$ cat config.mk
export PLATFORM = sky130hd
export DESIGN_NAME = cv32e40p_apu_responder
export DESIGN_NICKNAME = d
export VERILOG_FILES = /design/src/rtl/cv32e40p_apu_responder.sv
export SDC_FILE = /design/constraint.sdc
export NUM_CORES = 2
export LEC_CHECK = 0
export ABC_AREA = 1
export CAP_MARGIN = 20
export CORE_UTILIZATION = 57
export DETAILED_ROUTE_END_ITERATION = 8
export GPL_ROUTABILITY_DRIVEN = 0
export PLACE_DENSITY = 0.89
export SLEW_MARGIN = 30
export SYNTH_ARGS = -nofsm -noshare
export SYNTH_HDL_FRONTEND = slang
export SYNTH_SLANG_ARGS = --single-unit
$ cat constraint.sdc
create_clock -name clk -period 2.4 [get_ports clk]
set_input_delay 0.36 -clock clk [delete_from_list [all_inputs] [get_ports clk]]
set_output_delay 0.36 -clock clk [all_outputs]
set_load 0.1 [all_outputs]
$ cat src/rtl/cv32e40p_apu_responder.sv
// rtl/cv32e40p_apu_responder.sv - APU responder with single-cycle, MAC and iterative divide classes
//
// Purpose: accepts APU requests on req/gnt, runs one operation at a time and
// returns each result as a single-cycle rvalid pulse, in order.
// Ports:
//   clk, rst_n       clock, asynchronous active-low reset
//   apu_req_i        request valid
//   apu_gnt_o        grant (req & idle), combinational
//   apu_operands_i   operands a=[0], b=[1], c=[2]
//   apu_op_i         opcode
//   apu_rvalid_o     one-cycle result pulse
//   apu_result_o     result, held between pulses
//   apu_flags_o      {NV, DZ, OF, 2'b00}, held between pulses
//   busy_o           high while an MAC/divide is in flight
module cv32e40p_apu_responder #(
  parameter int APU_NARGS_CPU    = 3,
  parameter int APU_WOP_CPU      = 6,
  parameter int APU_NUSFLAGS_CPU = 5
) (
  input  logic                                clk,
  input  logic                                rst_n,
  input  logic                                apu_req_i,
  output logic                                apu_gnt_o,
  input  logic [APU_NARGS_CPU-1:0][31:0]      apu_operands_i,
  input  logic [APU_WOP_CPU-1:0]              apu_op_i,
  output logic                                apu_rvalid_o,
  output logic [31:0]                         apu_result_o,
  output logic [APU_NUSFLAGS_CPU-1:0]         apu_flags_o,
  output logic                                busy_o
);

  localparam logic [APU_WOP_CPU-1:0] OP_ADD  = APU_WOP_CPU'(0);
  localparam logic [APU_WOP_CPU-1:0] OP_SUB  = APU_WOP_CPU'(1);
  localparam logic [APU_WOP_CPU-1:0] OP_MIN  = APU_WOP_CPU'(2);
  localparam logic [APU_WOP_CPU-1:0] OP_MAX  = APU_WOP_CPU'(3);
  localparam logic [APU_WOP_CPU-1:0] OP_MAC  = APU_WOP_CPU'(4);
  localparam logic [APU_WOP_CPU-1:0] OP_DIVU = APU_WOP_CPU'(5);
  localparam logic [APU_WOP_CPU-1:0] OP_REMU = APU_WOP_CPU'(6);

  typedef enum logic [1:0] {IDLE, MUL, DIV} state_e;

  state_e state_q, state_d;

  logic [5:0]                  cnt_q;
  logic                        rvalid_q;
  logic [31:0]                 result_q;
  logic [APU_NUSFLAGS_CPU-1:0] flags_q;
  logic [31:0]                 mac_q;
  logic [31:0]                 quot_q;
  logic [31:0]                 rem_q;
  logic [31:0]                 divisor_q;
  logic                        is_rem_q;

  logic [31:0] op_a, op_b, op_c;
  assign op_a = apu_operands_i[0];
  assign op_b = apu_operands_i[1];
  assign op_c = apu_operands_i[2];

  logic grant;
  logic is_mac;
  logic is_div;
  logic div_start;
  assign grant     = apu_req_i & rst_n & (state_q == IDLE);
  assign is_mac    = (apu_op_i == OP_MAC);
  assign is_div    = (apu_op_i == OP_DIVU) || (apu_op_i == OP_REMU);
  assign div_start = is_div && (op_b != 32'd0);

  // Single-cycle class result and flags
  logic [31:0]                 sc_result;
  logic [APU_NUSFLAGS_CPU-1:0] sc_flags;
  logic [31:0]                 sum, diff;
  assign sum  = op_a + op_b;
  assign diff = op_a - op_b;

  always_comb begin
    sc_result = 32'd0;
    sc_flags  = '0;
    case (apu_op_i)
      OP_ADD: begin
        sc_result   = sum;
        sc_flags[2] = (op_a[31] == op_b[31]) && (sum[31] != op_a[31]);
      end
      OP_SUB: begin
        sc_result   = diff;
        sc_flags[2] = (op_a[31] != op_b[31]) && (diff[31] != op_a[31]);
      end
      OP_MIN:  sc_result = ($signed(op_a) < $signed(op_b)) ? op_a : op_b;
      OP_MAX:  sc_result = ($signed(op_a) > $signed(op_b)) ? op_a : op_b;
      // Only reached with b==0; the nonzero case is taken by the DIV state
      OP_DIVU: begin
        sc_result   = 32'hFFFF_FFFF;
        sc_flags[3] = 1'b1;
      end
      OP_REMU: begin
        sc_result   = op_a;
        sc_flags[3] = 1'b1;
      end
      default: begin
        sc_result   = 32'd0;
        sc_flags[4] = 1'b1;
      end
    endcase
  end

  // One restoring-division step; the shifted remainder needs a 33rd bit
  logic [32:0] rem_sh;
  logic        rem_ge;
  logic [31:0] rem_next, quot_next;
  assign rem_sh    = {rem_q, quot_q[31]};
  assign rem_ge    = rem_sh >= {1'b0, divisor_q};
  assign rem_next  = rem_ge ? 32'(rem_sh - {1'b0, divisor_q}) : rem_sh[31:0];
  assign quot_next = {quot_q[30:0], rem_ge};

  // Counter value 1 marks the last busy cycle, so the pulse lands one cycle later
  logic last_cycle;
  assign last_cycle = (cnt_q == 6'd1);

  always_comb begin
    state_d = state_q;
    case (state_q)
      IDLE: begin
        if (grant && is_mac)         state_d = MUL;
        else if (grant && div_start) state_d = DIV;
      end
      MUL:     if (last_cycle) state_d = IDLE;
      DIV:     if (last_cycle) state_d = IDLE;
      default: state_d = IDLE;
    endcase
  end

  always_ff @(posedge clk or negedge rst_n) begin
    if (!rst_n) state_q <= IDLE;
    else        state_q <= state_d;
  end

  always_ff @(posedge clk or negedge rst_n) begin
    if (!rst_n) begin
      cnt_q     <= 6'd0;
      rvalid_q  <= 1'b0;
      result_q  <= 32'd0;
      flags_q   <= '0;
      mac_q     <= 32'd0;
      quot_q    <= 32'd0;
      rem_q     <= 32'd0;
      divisor_q <= 32'd0;
      is_rem_q  <= 1'b0;
    end else begin
      rvalid_q <= 1'b0;
      case (state_q)
        IDLE: begin
          if (grant) begin
            if (is_mac) begin
              mac_q <= op_a * op_b + op_c;
              cnt_q <= 6'd2;
            end else if (div_start) begin
              quot_q    <= op_a;
              divisor_q <= op_b;
              rem_q     <= 32'd0;
              is_rem_q  <= (apu_op_i == OP_REMU);
              cnt_q     <= 6'd32;
            end else begin
              rvalid_q <= 1'b1;
              result_q <= sc_result;
              flags_q  <= sc_flags;
            end
          end
        end
        MUL: begin
          cnt_q <= cnt_q - 6'd1;
          if (last_cycle) begin
            rvalid_q <= 1'b1;
            result_q <= mac_q;
            flags_q  <= '0;
          end
        end
        DIV: begin
          cnt_q  <= cnt_q - 6'd1;
          rem_q  <= rem_next;
          quot_q <= quot_next;
          if (last_cycle) begin
            rvalid_q <= 1'b1;
            result_q <= is_rem_q ? rem_next : quot_next;
            flags_q  <= '0;
          end
        end
        default: cnt_q <= 6'd0;
      endcase
    end
  end

  assign apu_gnt_o    = grant;
  assign apu_rvalid_o = rvalid_q;
  assign apu_result_o = result_q;
  assign apu_flags_o  = flags_q;
  assign busy_o       = (state_q != IDLE);

endmodule

==> run summary, run 1 <==
The flow did not finish. The stage at which the run stopped is global routing (5_1_grt). The tool reported: "[ERROR GRT-0116] Global routing finished with congestion. Check the congestion regions in the DRC Viewer". The die boundary height is 251 um. Yosys printed 0 warnings.

Among all flip-flop cells after synthesis, the most frequent one is sky130_fd_sc_hd__dfrtp_1. The largest family of logic cells by synthesized area is adder cells. Summing the areas of all compound-gate instances in the mapped netlist gives 8.97% of the synthesized area. During placement, the flow inserted port buffers numbering 142. The number of different library cells used by synthesis comes to 55. Count of state elements after synthesis: 173. The logs give 0 for the number of hold buffers added after cts and 174 for the maximum number of pins on one net before global-route repair. In this run, synthesis inferred 0 flip-flops with an integrated enable. The sequential share of the synthesized area was 12.2%. The synthesized netlist devotes 1.71% of its cell area to XOR and XNOR gates. The clock root buffer is sky130_fd_sc_hd__clkbuf_16. Total I/O pin count: 145. After synthesis, the share of flip-flops with an asynchronous set or reset is 100%.

CTS saw 173 sinks. The logs give 58400 for the via count of the first global-routing pass and 5350 for the gate count of the mapped netlist. The total congestion overflow after global routing is 1625, and the die span in x is 251 um. Once detailed placement completed, the half-perimeter wirelength came to 120000 um.

The maximum clock path buffer count is 2. In the synthesized netlist, mux cells make up 0% of the area. The pre-CTS setup slack came out at -4.83 ns.

Clock tree synthesis inserted a total of 17 buffers. The tools report the post-placement cell area as 0.0442 mm2. The H-tree was split into 4 levels. For this configuration, the core starts out at a cell density of 57.5%. The first global-routing pass estimated 406000 um of wire. The synthesized netlist devotes 27.7% of its cell area to simple gates. Of the total synthesized cell area, the portion taken by full adders, half adders and majority gates is 32.9%. The total global-route track usage was 86.6%.

Summing every instance area after synthesis gives 0.0354 mm2. Dividing the synthesized area by the synthesized cell count gives 6.62 um2. The total number of placement rows was 91.
-- synthesized netlist by cell type (14+ instances only) --
library cell               instances  area share [%]
sky130_fd_sc_hd__nand2_1        1707              18
sky130_fd_sc_hd__inv_1          1274              14
sky130_fd_sc_hd__fa_1            441              25
sky130_fd_sc_hd__nand3_1         287             4.1
sky130_fd_sc_hd__ha_1            225             7.9
sky130_fd_sc_hd__nor2_1          225             2.4
sky130_fd_sc_hd__a21oi_1         210             3.0
sky130_fd_sc_hd__o21ai_0         174             2.5
sky130_fd_sc_hd__dfrtp_1         173              12
sky130_fd_sc_hd__clkbuf_1        129             1.4
sky130_fd_sc_hd__o211ai_1         46            0.98
sky130_fd_sc_hd__buf_2            45            0.64
sky130_fd_sc_hd__nand4_1          42            0.74
sky130_fd_sc_hd__xor2_1           39            0.96
sky130_fd_sc_hd__buf_1            35            0.37
sky130_fd_sc_hd__nor3_1           33            0.47
sky130_fd_sc_hd__xnor2_1          30            0.74
sky130_fd_sc_hd__o21bai_1         22            0.47
sky130_fd_sc_hd__a21o_1           21            0.45
sky130_fd_sc_hd__or2_2            16            0.28
sky130_fd_sc_hd__o21ai_1          15            0.21
sky130_fd_sc_hd__o211ai_2         14            0.49
-- metal layers --
metal  GRT usage, %  overflow
met5           67.3         7
met4           86.6       448
met3           79.7       108
met2           98.2       968
met1           83.0        94
-- stage by stage --
step                      instances  utilization, %
after detailed placement       6920            71.8
after global placement         6920            71.8
after floorplan                5351               -
after CTS                      7103            79.2
-- cells by family after synthesis --
logic type,count (synthesis)
DFF,173
xor gates and xnor gates,69
and+or+nand+nor,2382
adders and majority gates,666
buffers and inverters,1516
other,1
AOI/OAI and AO/OA,543
-- what timing repair did --
item / 4_1_cts
setup endpoints to repair: 170
pin swaps: 295
gates resized for setup: 818
cloned: 14
buffers inserted: 141
==> run 2: changes to the inputs <==
- CORE_UTILIZATION: 57 -> 40
- PLACE_DENSITY: 0.89 -> default
- PLACE_DENSITY_LB_ADDON: default -> 0.15
- clock period: 2.4 -> 3.1 ns (I/O delays scaled with it)
==> run summary, run 2 <==
The tools report the endpoint with the worst hold slack as apu_result_o[27]. Count of clock tree sinks: 173 (unchanged). The die boundary height came out at 300 um (+19%). The overall via count from detail_route is 37600, and the max-capacitance violation count is 0. Gate count of the mapped netlist: 5350 (unchanged). For the number of slew-limit violations in the final report, the log shows 0. The number of unique standard cell types used by synthesis came out at 55 (unchanged). The worst hold path passes through 2 cells. The final layout contains 6911 nets. The slew of the pin with the lowest slew margin was 0.808 ns; the initial standard-cell utilization of the core was 40.6% (-17 points).

The clock tree skew after final layout came out at 0.0207 ns. The area of the placeable core is 0.0873 mm2, and the post-route antenna net violation count is 0. For the worst-skew pair, the clock arrives at the later sink with an insertion delay of 0.49 ns. The beginning of the worst register-to-register path was divisor_q[16]. The multi-input combinational cells in the finished layout cover a total of 0.0277 mm2.

The count of unresolved DRC violations after routing came out at 0. Based on the critical path, the design can be clocked at up to 0.159 GHz. The tightest min-delay check is of the flop to flop type. Dividing the detail-routed via count by the number of cells gives 5.15.

Setup slack of the critical path after layout: -3.21 ns. The tools report the number of antenna violations at the first check in global routing as 4. Wires add up to 147000 um.

By instance count, the leading cell after synthesis is sky130_fd_sc_hd__nand2_1. The post-layout minimum cycle time is 6.31 ns. The area growth from synthesis to layout came out at 37.0%.

Routed wire length on met2: 63400 um. The number of clock buffers inserted by TritonCTS is 17 (unchanged). The number of enable flip-flop cells after synthesis came out at 0 (unchanged). Among all flip-flop cells after synthesis, the most frequent one is sky130_fd_sc_hd__dfrtp_1. Entering global routing, the biggest net connects 174 pins.

Most common cell after layout, fill and taps aside: sky130_fd_sc_hd__nand2_1. TritonCTS built the clock tree. Setup repair after global routing could not meet its margin everywhere. The first global-routing pass estimated 222000 um of wire.

The final core area utilization was 55.6%. The run gives 0 (unchanged) as the number of synthesis warnings. The number of I/O port buffers was 142 (unchanged); the total length of routed met3 wires was 16300 um.

The setup path with the least slack is of type primary input to flop. The startpoint of the most critical hold path is apu_result_o[27]. The total I/O pin count was 145 (unchanged); the fraction of final layout cells sized beyond drive strength 1 was 26.6%.

The total congestion overflow after global routing came out at 0. The count of state elements after synthesis was 173 (unchanged). The die covers 0.0897 mm2. The clock root buffer is sky130_fd_sc_hd__clkbuf_16. The number of hold violations in the final report was 0. The largest area contributor in the synthesized netlist was sky130_fd_sc_hd__fa_1. For the via count of the first global-routing pass, the log shows 36700. The final reports fail on setup timing. The largest driver fanout on the critical path was 5; the mean instance size in the synthesized netlist was 6.62 um2 (unchanged). The die span in x was 300 um (+19%). The total global-route track usage is 32.8%, and the instance count after placement with tap cells included is 7127 (+3.0%). In the final routed layout, each cell accounts on average for 20.2 um. The clock-pin transition on the worst setup and hold timing paths was 0.07 ns; the area of the mapped netlist was 0.0354 mm2 (unchanged). STA puts the critical path data arrival time at 6.67 ns. The sequential share of the synthesized area came out at 12.2% (unchanged).

By count the netlist is led by 1707 x sky130_fd_sc_hd__nand2_1, 1274 x sky130_fd_sc_hd__inv_1, 441 x sky130_fd_sc_hd__fa_1, 287 x sky130_fd_sc_hd__nand3_1. The worst setup path is captured at a flop. The area fraction of the dominant cell type after synthesis is 24.9% (unchanged), and the count of final setup violators is 56. The final worst hold slack was 0.485 ns.

At the worst endpoint, the required time is 3.47 ns. The flow ran to the end, but the final reports show violations. In the layout the commonest cells are 1549 x sky130_fd_sc_hd__nand2_1, 1127 x sky130_fd_sc_hd__inv_1, 695 x sky130_fd_sc_hd__buf_4. The number of H-tree levels was 4 (unchanged).

The finished layout holds 7308 standard cells, fillers aside. The cell count of the worst reg-to-reg path was 17; the total number of placement rows was 108 (+19%). The normalized max-slew margin came out at 46.1%.

The share of async-settable or async-resettable flops after synthesis was 100% (unchanged); the number of fillers in the final layout was 8303. Before antenna repair, the detailed router went through 6 iterations. The tools report the endpoint of the worst register-to-register path as apu_result_o[8]. The register-to-register path setup slack is 0.04 ns, and the met1 wire length is 62500 um. For the total half-perimeter wirelength after legalization and detailed placement, the log shows 117000 um (-2.2%). Across the whole layout, storage elements account for 0.00433 mm2. The maximum clock path buffer count is 2 (unchanged). The highest layer touched by signal routing is met5. Yosys attributes the largest share of cell area to sky130_fd_sc_hd__fa_1 25%, sky130_fd_sc_hd__nand2_1 18%, sky130_fd_sc_hd__inv_1 14%. The violation count after the first detailed-routing iteration is 3687. In the finished design, the share of the clock period the worst path needs comes to 203%. The nature of the critical path startpoint was a primary input.
## run 2: cell counts after synthesis
Identical to the previous run, type by type.
## run 2: worst max-delay path by stage
stage	startpoint	to	slack (ns)	depth (start not counted)
floorplan	apu_operands_i[39]	mac_q[29]	-3.41	32
global placement	apu_operands_i[9]	mac_q[28]	-4.07	30
detailed placement	apu_operands_i[9]	mac_q[28]	-4.22	30
CTS	apu_operands_i[36]	mac_q[28]	-3.27	29
global route	apu_operands_i[37]	mac_q[28]	-3.39	27
finish	apu_operands_i[35]	mac_q[22]	-3.21	28
## run 2: final cells by class
cell class	count	share of cell area [%]
diodes	1	0.00516
clock buffers	18	0.884
clock inverters	13	0.317
inverters	1286	10.0
multi-input cells	3662	57.0
flip-flops and latches	173	8.92
well taps	1155	2.98
repair buffers	1000	19.9
## run 2: what timing repair did
action	in CTS	in global routing
setup buffers	113	38
pin swaps	251	217
hold buffers	0	1
gates cloned	16	1
endpoints found under the hold margin	0	15
gates resized for setup	644	378
setup endpoints to repair	62	61
## run 2: worst max-delay path: stages
cell and delay [ns]:
sky130_fd_sc_hd__buf_12 0.11, sky130_fd_sc_hd__buf_12 0.13, sky130_fd_sc_hd__buf_16 0.13, sky130_fd_sc_hd__nand2_4 0.05
sky130_fd_sc_hd__inv_2 0.03, sky130_fd_sc_hd__fa_1 0.55, sky130_fd_sc_hd__fa_2 0.46, sky130_fd_sc_hd__fa_1 0.51
sky130_fd_sc_hd__inv_2 0.05, sky130_fd_sc_hd__fa_1 0.53, sky130_fd_sc_hd__inv_1 0.05, sky130_fd_sc_hd__fa_1 0.47
sky130_fd_sc_hd__fa_2 0.49, sky130_fd_sc_hd__fa_1 0.50, sky130_fd_sc_hd__inv_1 0.05, sky130_fd_sc_hd__fa_1 0.49
sky130_fd_sc_hd__inv_2 0.05, sky130_fd_sc_hd__ha_4 0.22, sky130_fd_sc_hd__buf_6 0.13, sky130_fd_sc_hd__a21oi_4 0.17
sky130_fd_sc_hd__o21ai_4 0.07, sky130_fd_sc_hd__a21oi_2 0.14, sky130_fd_sc_hd__nand3_2 0.16, sky130_fd_sc_hd__buf_4 0.17
sky130_fd_sc_hd__buf_4 0.12, sky130_fd_sc_hd__or2_4 0.23, sky130_fd_sc_hd__nand3_4 0.08, sky130_fd_sc_hd__nand2_1 0.06
## run 2: cell families after synthesis
| family | after synthesis | share of synthesized area [%] |
|---|---|---|
| buffers and inverters | 1516 | 16.5 |
| other | 1 | 0.0106 |
| XOR/XNOR | 69 | 1.71 |
| AND/OR/NAND/NOR | 2382 | 27.7 |
| adder cells (fa/ha/maj) | 666 | 32.9 |
| AO/OA/AOI/OAI | 543 | 8.97 |
| flip-flops | 173 | 12.2 |
## run 2: metal layers
metal  vias up  GRT usage [%]
met1     18000           46.4
met4         6           9.24
met5         -              0
met2      1720           49.8
li1      17600              -
met3       289           7.81
## run 2: per-stage QoR
step,setup slack (ns),instance area [um2],TNS (ns)
floorplan,-3.41,36500,-67.54
global placement,-4.07,43700,-156.83
detailed placement,-4.22,43700,-158.73
CTS,-3.27,47500,-70.16
global route,-3.39,48500,-77.80
finish,-3.21,48500,-70.00
Power of run 2 is not shown: default switching activity piles up to over one toggle a cycle in this logic, so the estimate is an artifact.
